[src/rtl/cross_mul_arbiter.sv]
// Shared signed cross-product unit R = ax*by - ay*bx with round-robin arbitration.
// One multiplier is reused over two cycles per job; results return tagged with the requester id.
module cross_mul_arbiter #(
  parameter int unsigned NREQ = 2,
  parameter int unsigned W    = 11,
  parameter int unsigned IDW  = 2
) (
  input  logic                  clk,
  input  logic                  reset,
  input  logic [NREQ-1:0]       req,
  input  logic [NREQ*W-1:0]     ax,
  input  logic [NREQ*W-1:0]     ay,
  input  logic [NREQ*W-1:0]     bx,
  input  logic [NREQ*W-1:0]     by,
  output logic [NREQ-1:0]       gnt,
  output logic                  busy,
  output logic                  res_valid,
  output logic [IDW-1:0]        res_id,
  output logic signed [2*W:0]   res_value,
  output logic                  res_pos,
  output logic                  res_zero
);

  localparam int unsigned PW = 2 * W;
  localparam int unsigned RW = 2 * W + 1;

  typedef enum logic [1:0] {IDLE, MUL1, MUL2, DONE} state_t;

  state_t                state, state_nx;
  logic [IDW-1:0]        last;
  logic [IDW-1:0]        pick;
  logic                  found;
  logic                  accept;
  logic [NREQ-1:0]       gnt_nx;
  logic signed [W-1:0]   sel_ax, sel_ay, sel_bx, sel_by;
  logic signed [W-1:0]   lat_ax, lat_ay, lat_bx, lat_by;
  logic signed [W-1:0]   mul_a, mul_b;
  logic signed [PW-1:0]  prod;
  logic signed [PW-1:0]  p1;
  logic signed [RW-1:0]  diff;

  // State register
  always_ff @(posedge clk or posedge reset) begin
    if (reset) state <= IDLE;
    else       state <= state_nx;
  end

  // Next-state logic
  always_comb begin
    state_nx = state;
    case (state)
      IDLE:    if (found) state_nx = MUL1;
      MUL1:    state_nx = MUL2;
      MUL2:    state_nx = DONE;
      DONE:    state_nx = IDLE;
      default: state_nx = IDLE;
    endcase
  end

  // Round-robin search starting after the last winner, plus operand select for the winner
  always_comb begin
    found  = 1'b0;
    pick   = '0;
    gnt_nx = '0;
    sel_ax = '0;
    sel_ay = '0;
    sel_bx = '0;
    sel_by = '0;
    for (int k = 1; k <= int'(NREQ); k++) begin
      for (int j = 0; j < int'(NREQ); j++) begin
        if (!found && req[j] && (j == (int'(last) + k) % int'(NREQ))) begin
          found = 1'b1;
          pick  = IDW'(j);
        end
      end
    end
    for (int j = 0; j < int'(NREQ); j++) begin
      if (found && (int'(pick) == j)) begin
        gnt_nx[j] = 1'b1;
        sel_ax    = ax[j*W +: W];
        sel_ay    = ay[j*W +: W];
        sel_bx    = bx[j*W +: W];
        sel_by    = by[j*W +: W];
      end
    end
  end

  // Output decode: acceptance and the state-selected multiplier operands
  always_comb begin
    accept = (state == IDLE) && found;
    mul_a  = (state == MUL1) ? lat_ax : lat_ay;
    mul_b  = (state == MUL1) ? lat_by : lat_bx;
  end

  assign prod = mul_a * mul_b;
  assign diff = RW'(p1) - RW'(prod);

  // Datapath and registered outputs; last doubles as the id of the job in flight
  always_ff @(posedge clk or posedge reset) begin
    if (reset) begin
      gnt       <= '0;
      busy      <= 1'b0;
      res_valid <= 1'b0;
      res_id    <= '0;
      res_value <= '0;
      res_pos   <= 1'b0;
      res_zero  <= 1'b0;
      last      <= IDW'(NREQ - 1);
      lat_ax    <= '0;
      lat_ay    <= '0;
      lat_bx    <= '0;
      lat_by    <= '0;
      p1        <= '0;
    end else begin
      gnt       <= accept ? gnt_nx : '0;
      busy      <= (state_nx != IDLE);
      res_valid <= (state == MUL2);
      if (accept) begin
        last   <= pick;
        lat_ax <= sel_ax;
        lat_ay <= sel_ay;
        lat_bx <= sel_bx;
        lat_by <= sel_by;
      end
      if (state == MUL1) p1 <= prod;
      if (state == MUL2) begin
        res_id    <= last;
        res_value <= diff;
        res_pos   <= !diff[RW-1] && (|diff);
        res_zero  <= ~|diff;
      end
    end
  end

endmodule

[config.mk]
export PLATFORM = sky130hd
export DESIGN_NAME = cross_mul_arbiter
export DESIGN_NICKNAME = d
export VERILOG_FILES = /design/src/rtl/cross_mul_arbiter.sv
export SDC_FILE = /design/constraint.sdc
export NUM_CORES = 1
export LEC_CHECK = 0
export BUFFER_PORTS_ARGS = -buffer_cell sky130_fd_sc_hd__buf_4
export CORE_ASPECT_RATIO = 1.2
export CORE_MARGIN = 2
export CORE_UTILIZATION = 50
export CTS_CLUSTER_DIAMETER = 60
export DETAILED_ROUTE_END_ITERATION = 7
export GPL_TIMING_DRIVEN = 1
export PLACE_DENSITY = 0.7
export SYNTH_ARGS = -nofsm -noshare
export SYNTH_HDL_FRONTEND = slang
export SYNTH_SLANG_ARGS = --single-unit
[constraint.sdc]
create_clock -name clk -period 10.31 [get_ports clk]
set_clock_uncertainty 0.1 [all_clocks]
set_input_delay 1.5465 -clock clk [delete_from_list [all_inputs] [get_ports clk]]
set_output_delay 1.5465 -clock clk [all_outputs]
set_load 0.005 [all_outputs]
[Yosys cells after proc, flatten, opt, wreduce, memory -nomap -nowiden]
Index checks and enable logic that the tools add are counted.
Operators by class
  multipliers: 1
  reduce and logical (&&, ||, !) cells: 22
  equality and inequality tests: 6
  $add $sub $neg: 3
  bitwise operators: 2
  muxes and demuxes: 22
Operators with widths (number)
  $mux W11: 10
  $logic_not A32 Y1: 2
  $reduce_or A23 Y1: 1
  $sub A22 B22 Y23: 1
  $mul A11 B11 Y22: 1
  $logic_and A1 B1 Y1: 11
  $mux W2: 4
  $pmux W2 S4: 1
  $mux W1: 7
  $eq A2 B2 Y1 const B: 3
  $logic_not A1 Y1: 5
  $eq A2 B2 Y1 const A: 2
  $logic_not A2 Y1: 2
  $add A1 B1 Y1 const B: 2
  $and A1 B1 Y1 const A: 2
  $eq A2 B1 Y1 const B: 1
  $reduce_bool A2 Y1: 1
Word-level totals
  input bits: 92
  register bits after elaboration: 101

[Depth between registers and ports, before layout]
Gate-level depths: netlist of the first run.
  depth in word-level cells: 21
  gate-level depth with buffers: 34

[Worst setup path after synthesis of the first run]
OpenSTA, ideal clock, no wires.
  path type: flip-flop to flip-flop
  start point: register state[1]
  end point: register res_zero
  buffers on the path: 3
  data required time: 10144 ps
  slack: 1734 ps
  stages on the path, launching flop included: 31
  arrival time: 8410 ps
  cells stage by stage: dfrtp_1 -> inv_1 -> ha_1 -> clkbuf_1 -> buf_1 -> mux2_2 -> nand2_1 -> fa_1 -> fa_1 -> fa_1 -> inv_1 -> fa_1 -> inv_1 -> fa_1 -> inv_1 -> ha_1 -> o211a_1 -> a21boi_0 -> o21ai_0 -> xnor2_1 -> ha_1 -> clkbuf_1 -> or3_1 -> a221oi_1 -> nor4b_1 -> o211ai_1 -> or4_1 -> or4_1 -> or4_1 -> nor4b_2 -> a22o_1
On the way
  cells in the longest elaborated chain, start to end: 6
Ends and longest elaborated chain
  start, declared: line 29  | state_t state, state_nx;
  start signal, assigned: line 45  | else state <= state_nx;
  $eq A2 B1 Y1: line 91, 92
  $mux W11 (on tied branches): line 91, 92
  $mul A11 B11 Y22: line 95  | assign prod = mul_a * mul_b;
  $sub A22 B22 Y23: line 96  | assign diff = RW'(p1) - RW'(prod);
  $reduce_or A23 Y1: line 130  | res_zero <= ~|diff;
  $logic_not A1 Y1: line 130
  end signal, assigned: line 130
  end, declared: line 21  | output logic res_zero
Several ways; a longest one is shown, not always the timed one.
A chain may end at the register's enable or synchronous reset.

[Final worst setup path of the first run]
Ends and elaborated chain as after synthesis.

==> impl_metrics.json, run 1 <==
{
  "layout_min_cycle_time_ps": 9180,
  "drive_gt1_share_pct": 17.9,
  "path_clk_slew_ps": 90,
  "clockRootBuffer": "clkbuf_16",
  "path_delay_family": "adder cells",
  "synth_cells": 1055,
  "drc": 0,
  "num_io_pins": 123,
  "first_global_vias": 8182,
  "layout_commonest_cell": "inv_1",
  "die_h_um": 160,
  "ant_nets": 0,
  "cts_buffer_depth": 2,
  "outcome": "complete, no violations",
  "grt_pass1_wl_mm": 39.3,
  "dp_cells": 1419,
  "final_cell_area_sq_um": 11700,
  "row_count": 57,
  "cts_buffers": 9,
  "die_area_sq_um": 21500,
  "async_flop_share_pct": 100,
  "hold_path.class": "reg2reg",
  "path_max_fanout": 24,
  "synth_edf_count": 0,
  "synth.area.mux_share_pct": 7.57,
  "synth_top_family_by_area": "adder cells",
  "h-tree-depth": 3,
  "fin_crit_sh_pct": 89.0,
  "num-fill-cells": 1804,
  "setup_viol": 0,
  "hold_viol": 0,
  "drv_slew": 0,
  "synth_seq_cells": 99,
  "cpMostUsedCell": "fa_1",
  "critPathArrivalTime_ps": 9380,
  "dr.first_iter.drc_count": 502,
  "rrSetupSlack_ps": 1130,
  "ctsHoldBuffers": 0,
  "dominantRegCellSynth": "dfrtp_1",
  "gp_congestion": 0.916,
  "dr.pass1.iters": 8,
  "drv_cap": 0,
  "max_slew_margin_pct": 22.0,
  "worst_pin_slew_ps": 1170,
  "ctsResizeCount": 0,
  "cts_tree": "yes",
  "insertion_delay_ps": 370,
  "synth.distinct_cells": 66,
  "vias_per_cell": 5.47,
  "path_buf_inv": 3,
  "syn_avg_cell_area_sq_um": 9.64,
  "rsz0062_at_grt": "no",
  "grt_max_degree": 76,
  "syn_nets": 1333,
  "fp.coreArea_sq_um": 20100,
  "dp_hpwl_mm": 19.0,
  "synth-compound-area-share_pct": 13.8,
  "required_ps": 10510,
  "synthesis.area_sq_um": 10200,
  "cts_sinks": 99,
  "final_cells": 1435,
  "initial_core_util_pct": 50.6,
  "grtUsageTotal_pct": 22.8,
  "fin_setup_tns_ps": 0,
  "whs_ps": 385,
  "postCtsSetupBuffers": 0,
  "placed_cell_area_sq_um": 11400,
  "critPathLaunchType": "register",
  "final_cell_mix": "inv_1 (216), buf_4 (133), fa_1 (118)",
  "routed-via-count": 7854,
  "critPathCaptureType": "register",
  "routed_wl_mm": 23.6,
  "antenna_found_initial": 0,
  "ys_warn_count": 0,
  "area_growth_pct": 15.2,
  "ys_seq_area_share_pct": 24.4,
  "n_antenna_cell": 0,
  "grt-ovfl-total": 0,
  "nets": 1443,
  "critPathMaxStageDelay_ps": 600,
  "cpMaxStageDelayCell": "ha_2",
  "synth-simple-area-share_pct": 9.76,
  "criticalPathCategory": "reg2reg",
  "wl_per_cell_um": 16.4,
  "synth_fa_ha_area_share_pct": 31.6,
  "synthXorXnorAreaFrac_pct": 3.49,
  "clock.fmax_mhz": 109,
  "die_x_um": 134,
  "port_buffers": 121
}
==> metal layers <==
| metal | vias to the layer above | global-route usage, % | part of all wire (%) |
|---|---|---|---|
| met4 | 0 | 9.57 | 3.8 |
| li1 | 3738 | - | - |
| met3 | 53 | 3.08 | 3.9 |
| met1 | 3846 | 27.8 | 43 |
| met5 | - | 0 | 0 |
| met2 | 217 | 40.3 | 50 |
==> cell type report <==
class | instances | area, sq um | share of cell area [%]
inverters | 217 | 817 | 6.97
well taps | 265 | 332 | 2.83
clock inverters | 7 | 96.3 | 0.822
clock buffers | 9 | 225 | 1.92
multi-input cells | 705 | 6770 | 57.8
flip-flops and latches | 99 | 2480 | 21.2
repair buffers | 133 | 998 | 8.52
==> flip-flops by register name, indices dropped and copies added (netlist names), 2 cells and up <==
signal     flops
res_value     23
lat_ax        11
lat_ay        11
lat_bx        11
state          2
gnt            2
p1            22
lat_by        11
==> stage by stage <==
step	worst slack, ps	util [%]
after floorplan	1730	-
after global placement	1400	56.7
after detailed placement	1220	56.7
after CTS	1160	58.3
after global routing	637	58.3
final	1130	58.3
==> cells by family (layout without fill, tap and decap cells) <==
group | Yosys count | in the layout
xor+xnor | 39 | 39
buf+inv | 251 | 366
other cells | 1 | 1
compound gates | 193 | 193
mux | 72 | 72
flops | 99 | 99
simple gates | 214 | 214
fa+ha+maj | 186 | 186
==> Yosys cell counts (all sizes together) (29+ instances only) <==
master  instances  share of area, %
a21oi          42               2.1
a222oi         44               4.3
clkbuf         29               1.1
dfrtp          98                24
fa            118                23
ha             68               8.4
inv           217               8.0
mux2           39               4.3
mux2i          33               3.2
nand2          72               2.7
nor2           79               2.9
o21ai          37               1.9
==> path summary, 6_finish.rpt <==
kind / start / cells past startpoint / end
max in group asynchronous: reset / 3 / lat_ay[6]$_DFFE_PP0P_
hold reg to reg: res_value[5]$_DFFE_PP0P_ / 1 / res_value[5]$_DFFE_PP0P_
hold / removal: res_value[5]$_DFFE_PP0P_ / 1 / res_value[5]$_DFFE_PP0P_
setup / recovery: state[1]$_DFF_PP0_ / 27 / res_zero$_DFFE_PP0P_
min in group asynchronous: reset / 2 / res_value[1]$_DFFE_PP0P_
setup reg to reg: state[1]$_DFF_PP0_ / 27 / res_zero$_DFFE_PP0P_
Power of run 1 is not shown: default switching activity piles up to over one toggle a cycle in this logic, so the estimate is an artifact.
==> inputs of run 2 (changes only) <==
--- a/config.mk
+++ b/config.mk
@@ -13,6 +13,7 @@
 export DETAILED_ROUTE_END_ITERATION = 7
 export GPL_TIMING_DRIVEN = 1
 export PLACE_DENSITY = 0.7
+export RECOVER_POWER = 100
 export SYNTH_ARGS = -nofsm -noshare
 export SYNTH_HDL_FRONTEND = slang
 export SYNTH_SLANG_ARGS = --single-unit
==> impl_metrics.json, run 2 (synthesis results as in run 1) <==
{
  "outcome": "finished, violations left",
  "violations": "max-capacitance violations, max-slew violations",
  "grt-ovfl-total": 0,
  "reg2reg_to": "res_zero$_DFFE_PP0P_",
  "drc": 0,
  "grt_max_degree": 76,
  "fin_setup_tns_ps": 0,
  "dr.pass1.iters": 8,
  "hp-start": "res_value[5]$_DFFE_PP0P_",
  "cts_buffers": 9,
  "path_clk_slew_ps": 90,
  "routed_wl_mm": 23.5,
  "gp_congestion": 0.916,
  "cpMostUsedCell": "fa_1",
  "grt_pass1_wl_mm": 39.3,
  "h-tree-depth": 3,
  "hold_viol": 0,
  "drive_gt1_share_pct": 16.7,
  "layout_commonest_cell": "inv_1",
  "cts_sinks": 99,
  "layout_min_cycle_time_ps": 9370,
  "first_global_vias": 8182,
  "worst_pin_slew_ps": 3900,
  "hold_path.class": "reg2reg",
  "setup_viol": 0,
  "critPathArrivalTime_ps": 9570,
  "cts_buffer_depth": 2,
  "die_h_um": 160,
  "nets": 1443,
  "path_max_fanout": 24,
  "clockRootBuffer": "clkbuf_16",
  "hold_path_depth": 1,
  "ant_nets": 0,
  "rsz0062_at_grt": "no",
  "drv_slew": 169,
  "port_buffers": 121,
  "postCtsSetupBuffers": 0,
  "drv_cap": 3,
  "n_antenna_cell": 0,
  "dr.first_iter.drc_count": 555,
  "row_count": 57,
  "vias_per_cell": 5.47,
  "antenna_found_initial": 0,
  "reg_top3": "res_value (23), p1 (22)",
  "critPathMaxStageDelay_ps": 600,
  "insertion_delay_ps": 370,
  "largest_reg_flops": 23,
  "fp.coreArea_sq_um": 20100,
  "die_area_sq_um": 21500,
  "dp_hpwl_mm": 19.0,
  "die_x_um": 134,
  "initial_core_util_pct": 50.6,
  "whs_endpoint": "res_value[5]$_DFFE_PP0P_",
  "grtUsageTotal_pct": 22.8,
  "cts_tree": "yes",
  "required_ps": 10510,
  "regMostFlops": "res_value",
  "ctsHoldBuffers": 0,
  "clock.fmax_mhz": 107,
  "fin_crit_sh_pct": 90.9,
  "ctsResizeCount": 0,
  "critPathLaunchType": "register",
  "max_slew_margin_pct": -160,
  "criticalPathCategory": "reg2reg",
  "critPathCaptureType": "register",
  "num_io_pins": 123,
  "routed-via-count": 7847,
  "area_growth_pct": 14.7,
  "rrSetupSlack_ps": 940,
  "wl_per_cell_um": 16.4,
  "r2r-start": "state[1]$_DFF_PP0_",
  "final_cell_mix": "inv_1 (216), fa_1 (118), dfrtp_1 (98)",
  "cpMaxStageDelayCell": "ha_2",
  "reg2reg_depth": 27
}
run 2: worst max-delay path by stage:
stage                       start              endpoint  slack [ps]  cells after the start
2_1_floorplan  state[1]$_DFF_PP0_  res_zero$_DFFE_PP0P_        1730                     30
3_3_place_gp   state[1]$_DFF_PP0_  res_zero$_DFFE_PP0P_        1400                     27
3_5_place_dp   state[1]$_DFF_PP0_  res_zero$_DFFE_PP0P_        1220                     27
4_1_cts        state[1]$_DFF_PP0_  res_zero$_DFFE_PP0P_        1160                     29
5_1_grt        state[1]$_DFF_PP0_  res_zero$_DFFE_PP0P_         420                     27
6_report       state[1]$_DFF_PP0_  res_zero$_DFFE_PP0P_         940                     27
run 2: routing by layer:
layer | share of wire [%] | vias up | GRT usage, % | wire, um
met5 | 0 | - | 0 | 0
met4 | 3.8 | 0 | 9.57 | 883
met3 | 3.9 | 55 | 3.08 | 916
met2 | 50 | 217 | 40.3 | 11700
met1 | 43 | 3836 | 27.8 | 10000
li1 | - | 3739 | - | -
run 2: final cells by class:
type	instances	area [sq um]
Fill cell	1823	8450
Multi-Input combinational cell	705	6740
Sequential cell	99	2480
Timing Repair Buffer	133	972
Inverter	217	816
Tap cell	265	332
Clock buffer	9	225
Clock inverter	7	96.3
run 2: through the flow:
stage | area, sq um | instances | hold WS, ps | utilization (%) | setup WS [ps]
2_1_floorplan | 10200 | 1055 | 350 | - | 1730
3_3_place_gp | 11400 | 1419 | 364 | 56.7 | 1400
3_5_place_dp | 11400 | 1419 | 374 | 56.7 | 1220
4_1_cts | 11700 | 1435 | 395 | 58.3 | 1160
5_1_grt | 11700 | 1435 | 413 | 58.0 | 418
6_report | 11700 | 1435 | 382 | 58.0 | 937
run 2: worst max-delay path, delay by kind of cell, from the launching register on:
family | cells | cell delay (ps)
flops | 1 | 390
xor+xnor | 2 | 550
simple gates | 6 | 1830
fa+ha+maj | 8 | 3750
mux | 1 | 490
compound gates | 7 | 1690
buf+inv | 3 | 480
Power of run 2 is left out for the same reason.
